### config.mk
export PLATFORM = sky130hd
export DESIGN_NAME = multicycle_ctrl
export DESIGN_NICKNAME = d
export VERILOG_FILES = /design/src/rtl/multicycle_ctrl.sv
export SDC_FILE = /design/constraint.sdc
export NUM_CORES = 1
export LEC_CHECK = 0
export CORE_UTILIZATION = 34
export CTS_BUF_LIST = sky130_fd_sc_hd__clkbuf_4 sky130_fd_sc_hd__clkbuf_8 sky130_fd_sc_hd__clkbuf_16
export DETAILED_ROUTE_END_ITERATION = 6
export GPL_TIMING_DRIVEN = 0
export PLACE_DENSITY = 0.74
export RECOVER_POWER = 100
export SYNTH_ARGS = -nofsm -noshare
export SYNTH_HDL_FRONTEND = slang
export SYNTH_SLANG_ARGS = --single-unit
### constraint.sdc
create_clock -name clk -period 1.2 [get_ports clk]
set_input_delay 0.12 -clock clk [delete_from_list [all_inputs] [get_ports clk]]
set_output_delay 0.12 -clock clk [all_outputs]
set_load 0.1 [all_outputs]
### src/rtl/multicycle_ctrl.sv
// rtl/multicycle_ctrl.sv - main control FSM for the multicycle RV32I core
module multicycle_ctrl #(
    parameter int OPCODE_WIDTH = 7,
    parameter int STATE_WIDTH  = 4
) (
    input  logic                    clk,
    input  logic                    rst_n,
    input  logic [OPCODE_WIDTH-1:0] op,
    input  logic                    funct3_0,
    input  logic                    zero,
    input  logic                    mem_ready,
    output logic                    mem_req,
    output logic                    pc_write,
    output logic                    adr_src,
    output logic                    mem_write,
    output logic                    ir_write,
    output logic [1:0]              result_src,
    output logic [1:0]              alu_src_a,
    output logic [1:0]              alu_src_b,
    output logic [1:0]              alu_op,
    output logic                    reg_write,
    output logic [1:0]              imm_src,
    output logic                    illegal_instr,
    output logic [STATE_WIDTH-1:0]  state_dbg
);

    localparam logic [3:0] FETCH    = 4'd0;
    localparam logic [3:0] DECODE   = 4'd1;
    localparam logic [3:0] MEMADR   = 4'd2;
    localparam logic [3:0] MEMREAD  = 4'd3;
    localparam logic [3:0] MEMWB    = 4'd4;
    localparam logic [3:0] MEMWRITE = 4'd5;
    localparam logic [3:0] EXECR    = 4'd6;
    localparam logic [3:0] EXECI    = 4'd7;
    localparam logic [3:0] ALUWB    = 4'd8;
    localparam logic [3:0] BRANCH   = 4'd9;
    localparam logic [3:0] JAL      = 4'd10;

    localparam logic [OPCODE_WIDTH-1:0] OP_LW     = 7'b0000011;
    localparam logic [OPCODE_WIDTH-1:0] OP_SW     = 7'b0100011;
    localparam logic [OPCODE_WIDTH-1:0] OP_RTYPE  = 7'b0110011;
    localparam logic [OPCODE_WIDTH-1:0] OP_ITYPE  = 7'b0010011;
    localparam logic [OPCODE_WIDTH-1:0] OP_BRANCH = 7'b1100011;
    localparam logic [OPCODE_WIDTH-1:0] OP_JAL    = 7'b1101111;

    logic [3:0] state;
    logic [3:0] state_next;

    logic       mem_req_d;
    logic       pc_write_d;
    logic       adr_src_d;
    logic       mem_write_d;
    logic       ir_write_d;
    logic [1:0] result_src_d;
    logic [1:0] alu_src_a_d;
    logic [1:0] alu_src_b_d;
    logic [1:0] alu_op_d;
    logic       reg_write_d;
    logic       illegal_d;
    logic [1:0] imm_src_d;

    always_ff @(posedge clk or negedge rst_n) begin
        if (!rst_n) begin
            state <= FETCH;
        end else begin
            state <= state_next;
        end
    end

    always_comb begin
        state_next   = FETCH;
        mem_req_d    = 1'b0;
        pc_write_d   = 1'b0;
        adr_src_d    = 1'b0;
        mem_write_d  = 1'b0;
        ir_write_d   = 1'b0;
        result_src_d = 2'b00;
        alu_src_a_d  = 2'b00;
        alu_src_b_d  = 2'b00;
        alu_op_d     = 2'b00;
        reg_write_d  = 1'b0;
        illegal_d    = 1'b0;
        case (state)
            FETCH: begin
                mem_req_d    = 1'b1;
                alu_src_b_d  = 2'b10;
                result_src_d = 2'b10;
                ir_write_d   = mem_ready;
                pc_write_d   = mem_ready;
                state_next   = mem_ready ? DECODE : FETCH;
            end
            DECODE: begin
                alu_src_a_d = 2'b01;
                alu_src_b_d = 2'b01;
                case (op)
                    OP_LW, OP_SW: state_next = MEMADR;
                    OP_RTYPE:     state_next = EXECR;
                    OP_ITYPE:     state_next = EXECI;
                    OP_BRANCH:    state_next = BRANCH;
                    OP_JAL:       state_next = JAL;
                    default: begin
                        illegal_d  = 1'b1;
                        state_next = FETCH;
                    end
                endcase
            end
            MEMADR: begin
                alu_src_a_d = 2'b10;
                alu_src_b_d = 2'b01;
                state_next  = (op == OP_LW) ? MEMREAD : MEMWRITE;
            end
            MEMREAD: begin
                mem_req_d  = 1'b1;
                adr_src_d  = 1'b1;
                state_next = mem_ready ? MEMWB : MEMREAD;
            end
            MEMWB: begin
                result_src_d = 2'b01;
                reg_write_d  = 1'b1;
            end
            MEMWRITE: begin
                // Strobe held for the whole wait; memory commits on the ready cycle.
                mem_req_d   = 1'b1;
                adr_src_d   = 1'b1;
                mem_write_d = 1'b1;
                state_next  = mem_ready ? FETCH : MEMWRITE;
            end
            EXECR: begin
                alu_src_a_d = 2'b10;
                alu_op_d    = 2'b10;
                state_next  = ALUWB;
            end
            EXECI: begin
                alu_src_a_d = 2'b10;
                alu_src_b_d = 2'b01;
                alu_op_d    = 2'b10;
                state_next  = ALUWB;
            end
            ALUWB: begin
                reg_write_d = 1'b1;
            end
            BRANCH: begin
                alu_src_a_d = 2'b10;
                alu_op_d    = 2'b01;
                pc_write_d  = zero ^ funct3_0;
            end
            JAL: begin
                alu_src_a_d = 2'b01;
                alu_src_b_d = 2'b10;
                pc_write_d  = 1'b1;
                reg_write_d = 1'b1;
            end
            default: state_next = FETCH;
        endcase
    end

    always_comb begin
        case (op)
            OP_SW:     imm_src_d = 2'b01;
            OP_BRANCH: imm_src_d = 2'b10;
            OP_JAL:    imm_src_d = 2'b11;
            default:   imm_src_d = 2'b00;
        endcase
    end

    // Gate with rst_n so nothing fires while reset is held, even though FETCH drives mem_req.
    assign mem_req       = rst_n & mem_req_d;
    assign pc_write      = rst_n & pc_write_d;
    assign adr_src       = rst_n & adr_src_d;
    assign mem_write     = rst_n & mem_write_d;
    assign ir_write      = rst_n & ir_write_d;
    assign reg_write     = rst_n & reg_write_d;
    assign illegal_instr = rst_n & illegal_d;
    assign result_src    = rst_n ? result_src_d : 2'b00;
    assign alu_src_a     = rst_n ? alu_src_a_d  : 2'b00;
    assign alu_src_b     = rst_n ? alu_src_b_d  : 2'b00;
    assign alu_op        = rst_n ? alu_op_d     : 2'b00;
    assign imm_src       = rst_n ? imm_src_d    : 2'b00;
    assign state_dbg     = STATE_WIDTH'(state);

endmodule
==> run summary, run 1 <==
Err - [ERROR DPL-0038] Utilization greater than 100%, impossible to legalize
Clock Tree Buf Depth - 2
IO Pins - 33
Unique masters post-synth - 33
register area share after synthesis - 0.1639
CTS Sinks - 4
post-DP HPWL - 1.623 mm
CTS Buf Count - 3
Mapped Avg Cell Area - 6.784 um2
status - aborted with a tool error
initial core utilization - 0.3830
Mapped Area - 610.6 um2
ys async rst share - 1.000
Stop stage - global routing (5_1_grt)
Clock H-tree levels - 1
Root Buffer - clkbuf_4
Post-Syn Instances - 90
Seq cells post-synth - 4
Synth Warn # - 0
last worst endpoint in the global-route repair_timing - pc_write
Post-synth EDFFs - 0
row count - 14
routability cong. - 0.8444
worst slack at placement - -1.774 ns
largest net degree at the start of global routing - 11
port bufs - 32
syn_nets - 102
WEP type - top-level output
Die Span Y - 44.38 um
top_reg_cell synth - dfrtp_1
die width - 44.38 um
cell families after synthesis:
group / after synthesis / synth area share
DFF: 4 / 0.1639
muxes: 1 / 0.01844
and+or+nand+nor: 52 / 0.4980
xor gates and xnor gates: 3 / 0.04304
buffers and inverters: 11 / 0.08811
AOI/OAI and AO/OA: 19 / 0.1885
synthesized netlist by cell type, types with 3 or more instances:
cell	count	area (um2)
nand2_1	11	41.29
o21ai_0	6	30.03
nor2_1	10	37.54
nand2b_1	4	25.02
xor2_1	3	26.28
inv_1	5	18.77
buf_2	4	20.02
nand3_1	3	15.01
a21oi_1	6	30.03
and3_1	3	18.77
nor3_1	6	30.03
dfrtp_1	4	100.1
through the flow:
step / util / cells / area [um2] / TNS [ns] / hold WS, ns
floorplan: - / 90 / 802.0 / -11.23 / -0.1756
global placement: 0.7229 / 146 / 1152 / -29.35 / 0.3560
detailed placement: 0.7229 / 146 / 1152 / -29.88 / 0.3672
CTS: 0.9451 / 163 / 1506 / -9.781 / 0.1011
timing repair:
| item | in CTS |
|---|---|
| buffers inserted | 14 |
| hold buffers | 0 |
| pin swaps | 14 |
| resized for setup | 201 |
| setup endpoints to repair | 25 |
==> run 2: changes to the inputs <==
- CORE_AREA: not set -> 2 2 63 65
- CORE_UTILIZATION: 34 -> not set
- CTS_BUF_LIST: sky130_fd_sc_hd__clkbuf_4 sky130_fd_sc_hd__clkbuf_8 sky130_fd_sc_hd__clkbuf_16 -> not set
- DIE_AREA: not set -> 0 0 65 67
- PLACE_DENSITY: 0.74 -> not set
- PLACE_DENSITY_LB_ADDON: not set -> 0.15
- clock period: 1.2 -> 1.6 ns (I/O delays scaled with it)
==> run summary, run 2 <==
insertion delay to the later sink of the worst-skew pair - 0.21 ns
Die Span Y - 67 um
CTS tree - built
routability cong. - 0.7883
peak supply drop - 0.1674 mV
register area share after synthesis - 0.1639
minimum clock period - 1.853 ns
Post-synth top cells - nand2_1 (11), nor2_1 (10), a21oi_1 (6), nor3_1 (6), o21ai_0 (6)
final net count - 163
share of cells above drive strength 1 - 0.6443
Min-Delay Path Class - primary input to flip-flop
CP peak stage delay - 0.46 ns
Worst R2R Start - state_dbg[1]
Mapped Area - 610.6 um2
core footprint - 3606 um2
GRT Overall Usage - 0.1231
fillcell total - 352
Crit path max-delay family - buffers and inverters
Total Die Area - 4355 um2
Root Buffer - clkbuf_8
initial antenna violation count - 0
failing checks - negative setup slack
final worst slack - -0.2528 ns
max frequency - 539.7 MHz
top_reg_cell synth - dfrtp_1
Avg WL per Cell - 12.55 um
Setup crit start - state_dbg[1]
Final Skew - 0.001748 ns
die width - 65 um
Crit Path Class - flip-flop to output port
Unique masters post-synth - 33
Critical Path AT - 1.69 ns
# diodes - 0
CTS Sinks - 4
row count - 22
Clock H-tree levels - 1
vias - 892
worst slack at placement - -1.484 ns
Placed Instances - 170
IO Pins - 33
post-DP HPWL - 1.772 mm
largest net degree at the start of global routing - 11
final hold viol count - 0
Mapped Avg Cell Area - 6.784 um2
pwr/cell area - 467.8 nW/um2
Slew headroom - 0.3658
vias in the first global route - 883
Post-Syn Instances - 90
final std cells w/o fill - 197
critical path cell sequence - buf_6, buf_8, nand3b_1, nor4_4, buf_6
unrepaired setup endpoints after global routing - true
Final period util - 1.158
total length of routed wires - 2.472 mm
crit end category - output port
most frequent cells in the layout - buf_4 (21), buf_12 (16), nand2_1 (8), buf_6 (7), dlygate4sd2_1 (7)
status - finished with violations
Worst setup SP type - flip-flop
most instantiated library cell after synthesis - nand2_1
Largest register FFs - 4
Avg Vias per Cell - 4.528
hold_sp - op[4]
CP max FO - 6
Synth top area share - 0.1639
Starting DRT DRC Count - 24
CTS Buf Count - 3
DRT Pass-1 Iters - 4
first-pass GRT wire length - 4.195 mm
Final ANT Viol Nets - 0
Leakage - 0.0006705 uW
Slowest-stage cell, CP - dfrtp_4
Crit path buffers/inverters - 3
final slew viol count - 0
most area-hungry cell type in the Yosys netlist - dfrtp_1
syn_nets - 102
P&R area growth vs syn - 176.0%
Most common cell on crit path - buf_6
Required @ worst endpoint - 1.44 ns
ys async rst share - 1.000
ranking of synthesized cells by area - dfrtp_1 (16%), nand2_1 (6.8%), nor2_1 (6.1%)
setup violators final - 15
initial core utilization - 0.1693
Clock Tree Buf Depth - 2
total grt overflow - 0
Max Cap Violations - 0
setup_tns - -2.402 ns
Synth Warn # - 0
placed standard-cell area - 1176 um2
design area - 1685 um2
port bufs - 32
Worst Max-Slew Pin Slew - 0.9550 ns
Worst-path clk slew - 0.03 ns
Seq cells post-synth - 4
# DRC - 0
Post-synth EDFFs - 0
commonest non-fill, non-tap cell in the layout - buf_4
[run 2: cell counts after synthesis]
Identical to the previous run, type by type.
[run 2: path summary, 6_finish.rpt]
check / to / cells past startpoint / slack [ns]
max in group asynchronous: state_dbg[0] / 2 / 0.89
setup reg to reg: state_dbg[0] / 6 / 0.14
hold / removal: state_dbg[2] / 3 / 0.26
hold reg to reg: state_dbg[0] / 2 / 0.77
setup / recovery: ir_write / 5 / -0.25
min in group asynchronous: state_dbg[3] / 2 / 0.52
[run 2: what timing repair did]
action,in CTS,in global routing
endpoints found under the hold margin,4,0
endpoints found under the setup margin,21,19
buffers inserted,14,9
hold buffers,1,0
resized for setup,193,15
pin swaps,12,13
[run 2: cells by family after synthesis]
kind of cell,Yosys count,synth area share
AOI/OAI and AO/OA,19,0.1885
xor gates and xnor gates,3,0.04304
buffers and inverters,11,0.08811
DFF,4,0.1639
muxes,1,0.01844
and+or+nand+nor,52,0.4980
[run 2: stage by stage]
step / hold slack [ns] / utilization / power, uW
after detailed placement: 0.4073 / 0.3262 / 477.5
final: 0.2634 / 0.4674 / 788.4
after global routing: 0.2957 / 0.4674 / 822.5
after global placement: 0.4072 / 0.3262 / 476.9
after CTS: 0.3599 / 0.4344 / 754.6
after floorplan: -0.1356 / - / 381.9
[run 2: area by class of cell]
type | count | area, um2 | share of cell area
Buffer | 6 | 82.58 | 0.04900
Tap cell | 48 | 60.06 | 0.03563
Clock buffer | 3 | 41.29 | 0.02450
Inverter | 5 | 31.28 | 0.01856
Multi-Input combinational cell | 75 | 706.9 | 0.4194
Timing Repair Buffer | 56 | 648.1 | 0.3846
Sequential cell | 4 | 115.1 | 0.06830
[run 2: power breakdown]
group	total (uW)	switching [uW]	internal [uW]
Sequential	113	5.65	108
Clock	211	50.5	160
Combinational	464	285	179
[run 2: worst reg2reg max path, stage by stage, from the launching register on]
cell	delay [ns]
dfrtp_4	0.46
buf_6	0.14
nand2b_2	0.22
nor2_2	0.14
buf_4	0.13
nand4b_1	0.12
a21oi_1	0.17
[run 2: layer usage]
layer,part of all wire,wire (um),vias up,track usage
li1,-,-,441,-
met1,0.43,1068,425,0.1550
met2,0.52,1297,26,0.2242
met3,0.043,106,0,0.02027
met4,0,0,0,0.01596
met5,0,0,-,0
Note: power is estimated with default switching activity, not from simulation.
